==> src/rtl/reg_share_pkg.sv <==
// Shared types and constants for the reg_share_arb slice.
// Holds the arbiter state encoding and the write-counter width.
package reg_share_pkg;

   typedef enum logic [0:0] {
      IDLE = 1'b0,
      OWN  = 1'b1
   } state_e;

   localparam int WR_CNT_W = 16;

endpackage

==> src/rtl/reg_share_arb_rr_pick.sv <==
// Combinational rotating-priority picker: the first unmasked request found
// when scanning from ptr upward, wrapping modulo NREQ.
module rr_pick
   import reg_share_pkg::*;
#(
   parameter int NREQ = 4,
   parameter int IW   = $clog2(NREQ)
) (
   input  logic [NREQ-1:0] req,
   input  logic [NREQ-1:0] mask,
   input  logic [IW-1:0]   ptr,
   output logic [NREQ-1:0] onehot,
   output logic [IW-1:0]   idx,
   output logic            any
);

   logic [NREQ-1:0] cand_s;
   logic [IW-1:0]   pos_s;

   // scan candidates starting at ptr; the first hit wins
   always_comb begin
      cand_s = req & ~mask;
      onehot = '0;
      idx    = '0;
      any    = 1'b0;
      pos_s  = '0;
      for (int k = 0; k < NREQ; k++) begin
         pos_s = IW'((int'(ptr) + k) % NREQ);
         if (!any && cand_s[pos_s]) begin
            any           = 1'b1;
            idx           = pos_s;
            onehot[pos_s] = 1'b1;
         end else begin
            any = any;
         end
      end
   end

endmodule

==> src/rtl/reg_share_arb.sv <==
// Round-robin owner arbitration for one shared WIDTH-bit register.
// Optional write counter port wr_cnt is present when SHARE_WR_CNT_EN is defined.
module reg_share_arb
   import reg_share_pkg::*;
#(
   parameter int NREQ     = 4,
   parameter int WIDTH    = 8,
   parameter int MAX_HOLD = 4
) (
   input  logic                     clk,
   input  logic                     rst,
   input  logic [NREQ-1:0]          req,
   input  logic [NREQ*WIDTH-1:0]    din,
   output logic [NREQ-1:0]          gnt,
   output logic [$clog2(NREQ)-1:0]  owner,
   output logic [WIDTH-1:0]         q,
   output logic                     q_vld
`ifdef SHARE_WR_CNT_EN
   ,
   output logic [WR_CNT_W-1:0]      wr_cnt
`endif
);

   localparam int IW = $clog2(NREQ);
   localparam int HW = $clog2(MAX_HOLD + 1);
   localparam logic [HW-1:0] HOLD_LAST = HW'(MAX_HOLD - 1);

   state_e          state_r, state_s;
   logic [NREQ-1:0] gnt_r, gnt_s;
   logic [IW-1:0]   owner_r, owner_s;
   logic [IW-1:0]   ptr_r, ptr_s;
   logic [HW-1:0]   hold_r, hold_s;
   logic [WIDTH-1:0] q_r, q_s;
   logic            q_vld_r, q_vld_s;

   logic [NREQ-1:0] own_mask_s, pick_mask_s, win_oh_s;
   logic [IW-1:0]   nxt_ptr_s, pick_ptr_s, win_idx_s;
   logic            win_any_s, wr_s;

   assign own_mask_s  = {{(NREQ-1){1'b0}}, 1'b1} << owner_r;
   assign nxt_ptr_s   = (owner_r == IW'(NREQ - 1)) ? '0 : owner_r + IW'(1);
   // while owning, the search always starts just past the owner and skips it
   assign pick_ptr_s  = (state_r == OWN) ? nxt_ptr_s : ptr_r;
   assign pick_mask_s = (state_r == OWN) ? own_mask_s : '0;
   assign wr_s        = (state_r == OWN) && req[owner_r];

   rr_pick #(
      .NREQ (NREQ),
      .IW   (IW)
   ) u_pick (
      .req    (req),
      .mask   (pick_mask_s),
      .ptr    (pick_ptr_s),
      .onehot (win_oh_s),
      .idx    (win_idx_s),
      .any    (win_any_s)
   );

   // next-state, grant and shared-register update
   always_comb begin
      state_s = state_r;
      gnt_s   = gnt_r;
      owner_s = owner_r;
      ptr_s   = ptr_r;
      hold_s  = hold_r;
      q_s     = q_r;
      q_vld_s = 1'b0;

      if (wr_s) begin
         q_s     = din[int'(owner_r)*WIDTH +: WIDTH];
         q_vld_s = 1'b1;
      end else begin
         q_s = q_r;
      end

      case (state_r)
         IDLE: begin
            if (win_any_s) begin
               gnt_s   = win_oh_s;
               owner_s = win_idx_s;
               hold_s  = '0;
               state_s = OWN;
            end else begin
               gnt_s = '0;
            end
         end
         OWN: begin
            if (!wr_s) begin
               ptr_s  = nxt_ptr_s;
               hold_s = '0;
               if (win_any_s) begin
                  gnt_s   = win_oh_s;
                  owner_s = win_idx_s;
               end else begin
                  gnt_s   = '0;
                  state_s = IDLE;
               end
            end else if (hold_r == HOLD_LAST) begin
               // tenure expired: hand over, or start a fresh tenure for the same owner
               ptr_s  = nxt_ptr_s;
               hold_s = '0;
               if (win_any_s) begin
                  gnt_s   = win_oh_s;
                  owner_s = win_idx_s;
               end else begin
                  gnt_s = gnt_r;
               end
            end else begin
               hold_s = hold_r + HW'(1);
            end
         end
         default: begin
            state_s = IDLE;
            gnt_s   = '0;
            hold_s  = '0;
         end
      endcase
   end

   // arbiter state and shared register
   always_ff @(posedge clk or negedge rst) begin
      if (!rst) begin
         state_r <= IDLE;
         gnt_r   <= '0;
         owner_r <= '0;
         ptr_r   <= '0;
         hold_r  <= '0;
         q_r     <= '0;
         q_vld_r <= 1'b0;
      end else begin
         state_r <= state_s;
         gnt_r   <= gnt_s;
         owner_r <= owner_s;
         ptr_r   <= ptr_s;
         hold_r  <= hold_s;
         q_r     <= q_s;
         q_vld_r <= q_vld_s;
      end
   end

   assign gnt   = gnt_r;
   assign owner = owner_r;
   assign q     = q_r;
   assign q_vld = q_vld_r;

`ifdef SHARE_WR_CNT_EN
   logic [WR_CNT_W-1:0] wr_cnt_r;

   // running count of completed writes, wraps naturally
   always_ff @(posedge clk or negedge rst) begin
      if (!rst) begin
         wr_cnt_r <= '0;
      end else if (wr_s) begin
         wr_cnt_r <= wr_cnt_r + WR_CNT_W'(1);
      end else begin
         wr_cnt_r <= wr_cnt_r;
      end
   end

   assign wr_cnt = wr_cnt_r;
`endif

endmodule

==> config.mk <==
export PLATFORM = sky130hd
export DESIGN_NAME = reg_share_arb
export DESIGN_NICKNAME = d
export VERILOG_FILES = /design/src/rtl/reg_share_pkg.sv /design/src/rtl/reg_share_arb_rr_pick.sv /design/src/rtl/reg_share_arb.sv
export SDC_FILE = /design/constraint.sdc
export NUM_CORES = 1
export LEC_CHECK = 0
export ABC_AREA = 1
export ABC_CLOCK_PERIOD_IN_PS = 3000
export CAP_MARGIN = 20
export CORE_MARGIN = 5
export CORE_UTILIZATION = 47
export DETAILED_ROUTE_END_ITERATION = 6
export GPL_TIMING_DRIVEN = 0
export MAX_ROUTING_LAYER = met4
export PLACE_DENSITY = 0.91
export SLEW_MARGIN = 20
export SYNTH_ARGS = -nofsm -noshare
export SYNTH_HDL_FRONTEND = slang
export SYNTH_SLANG_ARGS = --single-unit
==> constraint.sdc <==
create_clock -name clk -period 3 [get_ports clk]
set_input_delay 0.45 -clock clk [delete_from_list [all_inputs] [get_ports clk]]
set_output_delay 0.45 -clock clk [all_outputs]
set_load 0.1 [all_outputs]
# Word level (Yosys, flattened, before mapping)
# Cells that the tools add are included.
dict set report word_totals {
  register_bits 21
  out_inout_bits 15
  input_bits 38
}
dict set report classes {
  n_lt_le_gt_ge 9
  shifts 2
  n_bitwise 6
  n_addsub 5
  n_mux 52
  eq_ne 6
  n_reduce_logical 13
}
# op count
set ops {}
lappend ops {{$mux 4} 9}
lappend ops {{$shiftx 32x6->8} 1}
lappend ops {{$mux 2} 11}
lappend ops {{$mux 1} 16}
lappend ops {{$lt 2x3->1 const B} 5}
lappend ops {{$or 4x4->4} 3}
lappend ops {{$bmux 1 s2} 5}
lappend ops {{$mux 3} 3}
lappend ops {{$demux 1 s2} 4}
lappend ops {{$ge 2x1->1 const B} 4}
lappend ops {{$logic_and 1x1->1} 8}
lappend ops {{$pmux 4 s2} 1}
lappend ops {{$ne 3x2->1 const B} 2}
lappend ops {{$pmux 3 s2} 1}
lappend ops {{$add 2x1->2 const B} 2}
lappend ops {{$add 2x2->2 const B} 2}
lappend ops {{$and 4x4->4} 1}
lappend ops {{$ne 2x1->1 const B} 2}
lappend ops {{$not 4->4} 1}
lappend ops {{$pmux 2 s2} 1}
lappend ops {{$reduce_and 2->1} 2}
lappend ops {{$shl 1x2->4 const A} 1}
lappend ops {{$add 3x1->3 const B} 1}
lappend ops {{$eq 3x2->1 const B} 1}
lappend ops {{4 further kinds} 6}

# Logic depth before layout (Yosys ltp)
# Gate-level depths: netlist of the first run.
dict set report logic_depth {
  ltp_word 20
  mapped_depth 17
  mapped_depth_nobuf 15
}

# Cells and area by module
# From an unflattened synthesis of the first run, not the netlist that was laid out.
dict set report hier_totals {
  cells_unflattened 261
  hier_area_um2 1757.9
}
# mod cells_each area_per_inst_um2 instances
set modules_own_cells {}
lappend modules_own_cells {reg_share_arb 170 1249.9 1}
lappend modules_own_cells {rr_pick 91 508.0 1}

# Worst setup path after synthesis of the first run
# No wires, ideal clock.
dict set report synth_path {
  path_type {register to register}
  from {register owner_r[0] (netlist: owner[0])}
  to {register gnt_r[0] (netlist: gnt[0])}
  setup_time_ns 0.121
  period_less_slack_ns 3.181
  n_path_buf 2
  t_required_ns 2.879
  arrival_ns 3.061
  path_stages_with_launch 18
  path_slack_ns -0.181
  cell_sequence {dfrtp_1 -> inv_2 -> buf_2 -> clkbuf_1 -> ha_1 -> inv_1 -> nand2_1 -> o21ai_4 -> ha_1 -> inv_1 -> nand3_2 -> nand2_4 -> nor2_4 -> nand3_2 -> nand2_4 -> nand2_4 -> nand2_1 -> nand2_1}
}
# item line_no
set synth_lines {}
lappend synth_lines {{start: declaration} reg_share_arb.sv:30} ;# logic [IW-1:0] owner_r, owner_s;
lappend synth_lines {{start signal: assignment} reg_share_arb.sv:133} ;# owner_r <= owner_s;
lappend synth_lines {{$add 2x1->2 / $eq 2x2->1 (equally long branches)} reg_share_arb.sv:41} ;# assign nxt_ptr_s = (owner_r == IW'(NREQ - 1)) ? '0 : owner_r + IW'(1);
lappend synth_lines {{$mux 2 *} reg_share_arb.sv:41}
lappend synth_lines {{via nxt_ptr_s[1]} reg_share_arb.sv:37} ;# logic [IW-1:0] nxt_ptr_s, pick_ptr_s, win_idx_s;
lappend synth_lines {{$mux 2 *} reg_share_arb.sv:43} ;# assign pick_ptr_s = (state_r == OWN) ? nxt_ptr_s : ptr_r;
lappend synth_lines {{parallel branches: the longest is 16 deep, another holds $lt 2x3->1} -}
lappend synth_lines {{end signal: assignment} reg_share_arb.sv:132} ;# gnt_r <= gnt_s;
lappend synth_lines {{end: declaration} reg_share_arb.sv:29} ;# logic [NREQ-1:0] gnt_r, gnt_s;
# Mark *: on every way through the listed nets, which the timed path passes. The select of a mux whose other input is x is not followed.
# A chain may end at the register's enable or synchronous reset.

# Worst setup path in the final report of the first run
dict set report layout_path {
  from {register owner_r[0] (netlist: owner[0])}
  to {register owner_r[1] (netlist: owner[1])}
}
# item line_no
set layout_lines {}
lappend layout_lines {{$add 2x1->2 / $eq 2x2->1 (equally long branches)} reg_share_arb.sv:41}
lappend layout_lines {{$mux 2 *} reg_share_arb.sv:41}
lappend layout_lines {{via nxt_ptr_s[1]} reg_share_arb.sv:37}
lappend layout_lines {{$mux 2 *} reg_share_arb.sv:43}
lappend layout_lines {{parallel branches: the longest is 12 deep, another holds $add 2x1->2} -}
lappend layout_lines {{$mux 2 *} {reg_share_arb.sv:78, reg_share_arb.sv:91, reg_share_arb.sv:102}}
lappend layout_lines {{$mux 2} reg_share_arb.sv:98} ;# end else if (hold_r == HOLD_LAST) begin
lappend layout_lines {{$mux 2} reg_share_arb.sv:88} ;# if (!wr_s) begin
lappend layout_lines {{$pmux 2 s2 *} reg_share_arb.sv:76} ;# case (state_r)
# Marked as above.

==> results of run 1 <==
synthesized netlist by cell type (3+ instances only):
master,count,share of area (%)
nand2_2,5,1.8
nand4_1,5,1.8
inv_1,15,3.2
inv_2,5,1.1
nand2_1,44,9.3
nand3_2,6,3.4
clkbuf_1,3,0.64
nor2_1,42,8.9
nand3_1,32,9.1
a31oi_1,8,2.8
o21ai_0,20,5.7
ha_1,13,9.2
dfrtp_1,21,30
nand2_4,4,2.5
sequential cells by signal, summed over array words and instances (netlist names):
name     flops
q            8
gnt          4
hold_r       3
owner        2
ptr_r        2
q_vld        1
state_r      1
per-layer routing:
metal | track usage [%] | wire length [um] | vias to the layer above
met5 | - | 0 | -
li1 | - | - | 919
met4 | 3.967 | 57 | 0
met3 | 3.927 | 266 | 8
met1 | 23.12 | 1890 | 828
met2 | 30.41 | 2252 | 55
layout make-up:
class	instances	area [um^2]	area share (%)
sequential	21	526.8	22.06
inverter	20	75.07	3.145
clock buffer	4	45.04	1.887
buffer	8	55.05	2.306
tap	48	60.06	2.516
timing repair buffer	52	515.5	21.59
multi-input combinational	194	1110	46.49
cell usage in the layout, fill, tap and decap left out, types with 2 or more instances in the layout:
master	n
a31oi_1	8
or2_1	2
clkbuf_1	3
nand2_2	5
inv_2	5
nand4_1	5
nand2_4	4
buf_4	2
clkdlybuf4s50_1	51
o21ai_2	2
o21ai_4	2
clkbuf_8	3
nor2_1	42
a21oi_1	2
dfrtp_1	20
nand3_2	6
o21ai_0	20
nand3_1	32
buf_2	3
ha_1	13
inv_1	15
nand2_1	44
buf_6	2
cells by family (layout without fill, tap and decap cells):
logic type	count (synthesis)	count (layout)
and+or+nand+nor	143	143
AOI/OAI and AO/OA	38	38
buffers and inverters	29	84
DFF	21	21
adders and majority gates	13	13
worst max path at each step:
stage | startpoint | end | slack [ns]
finish | owner[0] | owner[1] | 0.30
global route | owner[0] | gnt[3] | 0.06
CTS | owner[0] | gnt[2] | 0.29
detailed placement | owner[0] | owner[1] | 0.001
global placement | owner[0] | gnt[3] | 0.04
floorplan | owner[1] | gnt[0] | 0.02
through the flow:
step	std cells	utilization, %	hold slack (ns)	instance area, um^2	setup slack, ns
after detailed placement	344	64.22	0.5011	2351	0.001301
after floorplan	244	-	0.1544	1770	0.02345
after CTS	347	65.35	0.5176	2392	0.2866
after global placement	344	64.22	0.4871	2351	0.03855
final	347	65.21	0.1334	2387	0.2971
after global routing	347	65.21	0.1870	2387	0.05602
==> impl_metrics.yaml, run 1 <==
status:
  status: "complete, no violations"
cts:
  cts_hold_buf: 0
  path_clk_slew_ns: 0.07
  h-tree-depth: 1
  cts_setup_buffers: 0
  numClockSinks: 21
  cts_made_buffers: 3
  clkLatencyLatePin_ns: 0.26
  ctsResizeCount: 0
  cts.path.max_buffers: 2
  tritoncts: "yes"
  root_buffer: "clkbuf_8"
detailed_routing:
  drt_iter0_markers: 132
  viasPerCell: 5.216
  wirelength_um: 4468
  wl_per_cell_um: 12.88
  ant_nets: 0
  dr.pass1.iters: 5
  route.detailed.drc: 0
  vias: 1810
timing:
  post-route-period-util_pct: 90.10
  finalSetupViolCount: 0
  timing.fmax_mhz: 370.0
  finClkSkew_ns: 0.002426
  finalHoldViolations: 0
  worstMarginPinSlew_ns: 1.015
  finalMaxSlewViolations: 0
  rsz0062_at_grt: "false"
  fin_tns_setup_ns: 0
  slew_headroom_pct: 32.14
  fin_crit_ns: 2.703
global_route:
  grt_pass1_vias: 1707
  grt_overflow: 0
  track_usage_pct: 18.39
  grt_start_max_net_pins: 22
  antenna_found_initial: 0
  grt_pass1_wl_um: 7507
yosys:
  syn-num-nets: 295
  synthArstFlopShare_pct: 100.0
  synth_fa_ha_area_share_pct: 9.194
  synth_cell_types: 28
  synthXorXnorAreaFrac_pct: 0
  synth_cells: 244
  synth_compound_area_share_pct: 13.93
  synth_area_um2: 1769
  ys_seq_area_share_pct: 29.70
  ys_ff_latch: 21
  synth_mux_area_share_pct: 0
  synth-main-ff-cell: "dfrtp_1"
  ys_warn_count: 0
  synth_top_family_by_area: "simple AND/OR/NAND/NOR gates"
  synth_area_per_cell_um2: 7.251
  yosys.area_share.simple_pct: 39.60
  synth-edff-count: 0
floorplan:
  ios: 53
  design.core.area_um2: 3661
  die_y_um: 71.36
  start_util_pct: 48.33
  dieArea_um2: 5092
  rows: 22
  die_x_um: 71.36
placement:
  io_buffers: 52
  gp_congestion: 0.8145
  hpwl_um: 3571
worst_setup_path:
  cpMaxStageDelayCell: "dfrtp_2"
  crit_chain: "inv_2, buf_2, ha_1, inv_1, nand2_1, o21ai_4, ha_1, inv_1, nand3_2, nand2_4, nor2_4, buf_6, nand3_1, nand3_1, nand2_1, nand2_1"
  cp_top_family: "buffers and inverters"
  critPathBufInv: 5
  start_kind: "flip-flop"
  slowest_delay_ns: 0.46
  r2r-end: "owner[1]"
  rr_startpoint: "owner[0]"
  r2r_cells: 16
  critPathCaptureType: "flip-flop"
  r2r_slack_ns: 0.30
  path_common_cell: "nand2_1"
  cp.depth: 16
  critPathMaxFanout: 20
  critPathArrivalTime_ns: 2.84
  required_ns: 3.14
  crit_type: "reg -> reg"
final_layout:
  drive_above_1_share_pct: 13.04
  antennaDiodeCount: 0
  fill_cells: 310
  area_delta_synth_final_pct: 34.94
  nets: 351
worst_hold_path:
  hp-class: "in -> async"
run:
  max_cap_viol_count: 0
Power of run 1 is not shown: default switching activity piles up to over one toggle a cycle in this logic, so the estimate is an artifact.
==> run 2: changes to the inputs <==
--- a/config.mk
+++ b/config.mk
@@ -6,14 +6,14 @@
 export NUM_CORES = 1
 export LEC_CHECK = 0
 export ABC_AREA = 1
-export ABC_CLOCK_PERIOD_IN_PS = 3000
+export ABC_CLOCK_PERIOD_IN_PS = 2300
 export CAP_MARGIN = 20
 export CORE_MARGIN = 5
-export CORE_UTILIZATION = 47
+export CORE_UTILIZATION = 43
 export DETAILED_ROUTE_END_ITERATION = 6
 export GPL_TIMING_DRIVEN = 0
 export MAX_ROUTING_LAYER = met4
-export PLACE_DENSITY = 0.91
+export PLACE_DENSITY = 0.88
 export SLEW_MARGIN = 20
 export SYNTH_ARGS = -nofsm -noshare
 export SYNTH_HDL_FRONTEND = slang
==> constraint.sdc (replaced) <==
create_clock -name clk -period 2.3 [get_ports clk]
set_input_delay 0.345 -clock clk [delete_from_list [all_inputs] [get_ports clk]]
set_output_delay 0.345 -clock clk [all_outputs]
set_load 0.1 [all_outputs]
==> impl_metrics.yaml, run 2 (synthesis results as in run 1) <==
detailed_routing:
  dr.pass1.iters: 6
  ant_nets: 0
  drt_iter0_markers: 169
  wl_per_cell_um: 15.06
  viasPerCell: 5.288
  route.detailed.drc: 0
  wirelength_um: 5604
  vias: 1967
worst_setup_path:
  critPathArrivalTime_ns: 2.56
  crit_path_start: "owner[0]"
  critPathMaxFanout: 6
  start_kind: "flip-flop"
  crit_type: "reg -> reg"
  rr_startpoint: "owner[0]"
  critPathCaptureType: "flip-flop"
  required_ns: 2.49
timing:
  timing.fmax_mhz: 421.8
  finalHoldViolations: 0
  postLayoutSetupSlackWorst_ns: -0.07086
  finalSetupViolCount: 9
  post-route-period-util_pct: 103.1
  finalMaxSlewViolations: 0
  rsz0062_at_grt: "true"
  fin_crit_ns: 2.371
  finClkSkew_ns: 0.004891
  worstMarginPinSlew_ns: 0.9943
  slew_headroom_pct: 33.51
placement:
  io_buffers: 52
  dp.cells: 346
  post-place-ws_ns: -0.2580
  hpwl_um: 3612
  placedInstanceArea_um2: 2414
  gp_congestion: 0.9019
final_layout:
  antennaDiodeCount: 0
  nets: 374
  area_delta_synth_final_pct: 55.52
  finalNonFillerCells: 372
  drive_above_1_share_pct: 24.22
  largest_register_ffs: 8
  mostFrequentLayoutCells: "clkdlybuf4s50_1, nor2_1, nand2_1, nand3_1, buf_4"
  final_cell_area_um2: 2751
  final_core_util_pct: 68.78
  final_common_cell: "clkdlybuf4s50_1"
cts:
  numClockSinks: 21
  path_clk_slew_ns: 0.08
  tritoncts: "yes"
  clkLatencyLatePin_ns: 0.26
  cts_made_buffers: 3
  root_buffer: "clkbuf_8"
  cts_hold_buf: 0
  h-tree-depth: 1
  cts.path.max_buffers: 2
global_route:
  track_usage_pct: 19.58
  grt_overflow: 0
  grt_pass1_vias: 1854
  antenna_found_initial: 0
  grt_start_max_net_pins: 22
  grt_pass1_wl_um: 8114
floorplan:
  rows: 23
  ios: 53
  die_x_um: 74.15
  dieArea_um2: 5497
  design.core.area_um2: 4000
  start_util_pct: 44.23
  die_y_um: 74.15
run:
  max_cap_viol_count: 0
status:
  violations: "negative setup slack"
  status: "finished with violations"
worst_hold_path:
  hold_path.startpoint: "hold_r[0]"
  hp-class: "reg -> reg"
run 2: cell count changes in the layout (fill, tap and decap cells not counted), sizes merged:
cell | previous run | this run
clkinv | 0 | 1
buf | 7 | 28
dlygate4sd2 | 0 | 1
clkinvlp | 0 | 1
inv | 20 | 19
run 2: worst paths after layout:
check	depth (start not counted)	slack (ns)	end
setup / recovery	16	-0.07	owner[1]
hold / removal	1	0.52	hold_r[0]
hold reg to reg	1	0.52	hold_r[0]
max in group asynchronous	1	1.07	owner[0]
min in group asynchronous	1	0.58	ptr_r[0]
setup reg to reg	16	-0.07	owner[1]
run 2: area by class of cell:
type                            instances  area, um^2
Inverter                               20       88.84
Clock inverter                          1       5.005
Multi-Input combinational cell        194        1240
Tap cell                               50       62.56
Clock buffer                            3       41.29
Timing Repair Buffer                   75       713.2
Sequential cell                        21       530.5
Fill cell                             322        1249
Buffer                                  8       70.07
run 2: repair_timing:
action                                 in CTS  in global routing
setup buffers                              10                 11
setup endpoints to repair                  10                 10
endpoints found under the hold margin       0                  0
cloned                                      0                  2
pin swaps                                   6                 11
resized for setup                           7                 21
run 2: per-stage QoR:
step	hold WS [ns]	setup TNS (ns)
2_1_floorplan	0.04941	-2.015
3_3_place_gp	0.4977	-1.772
3_5_place_dp	0.4990	-2.083
4_1_cts	0.5164	-0.003859
5_1_grt	0.5309	-1.320
6_report	0.5174	-0.4446
run 2: worst max-delay path, cell delays in order (launching register included):
cell and delay, ns:
dfrtp_4 0.48, inv_6 0.05, buf_12 0.13, ha_4 0.25, inv_2 0.04, nand2_4 0.06
o21ai_4 0.09, ha_4 0.33, inv_4 0.05, nand3_4 0.06, nand2_4 0.08, nor2_4 0.19
buf_4 0.17, nand3_1 0.07, nand3_1 0.12, nand2_1 0.06, nand2_1 0.06
run 2: layer usage:
layer	GRT usage (%)	vias to the layer above	share of wire, %
li1	-	965	-
met1	21.68	908	41
met2	33.96	81	51
met3	2.162	13	6.0
met4	11.07	0	2.4
met5	-	-	0
Power of run 2 is left out for the same reason.
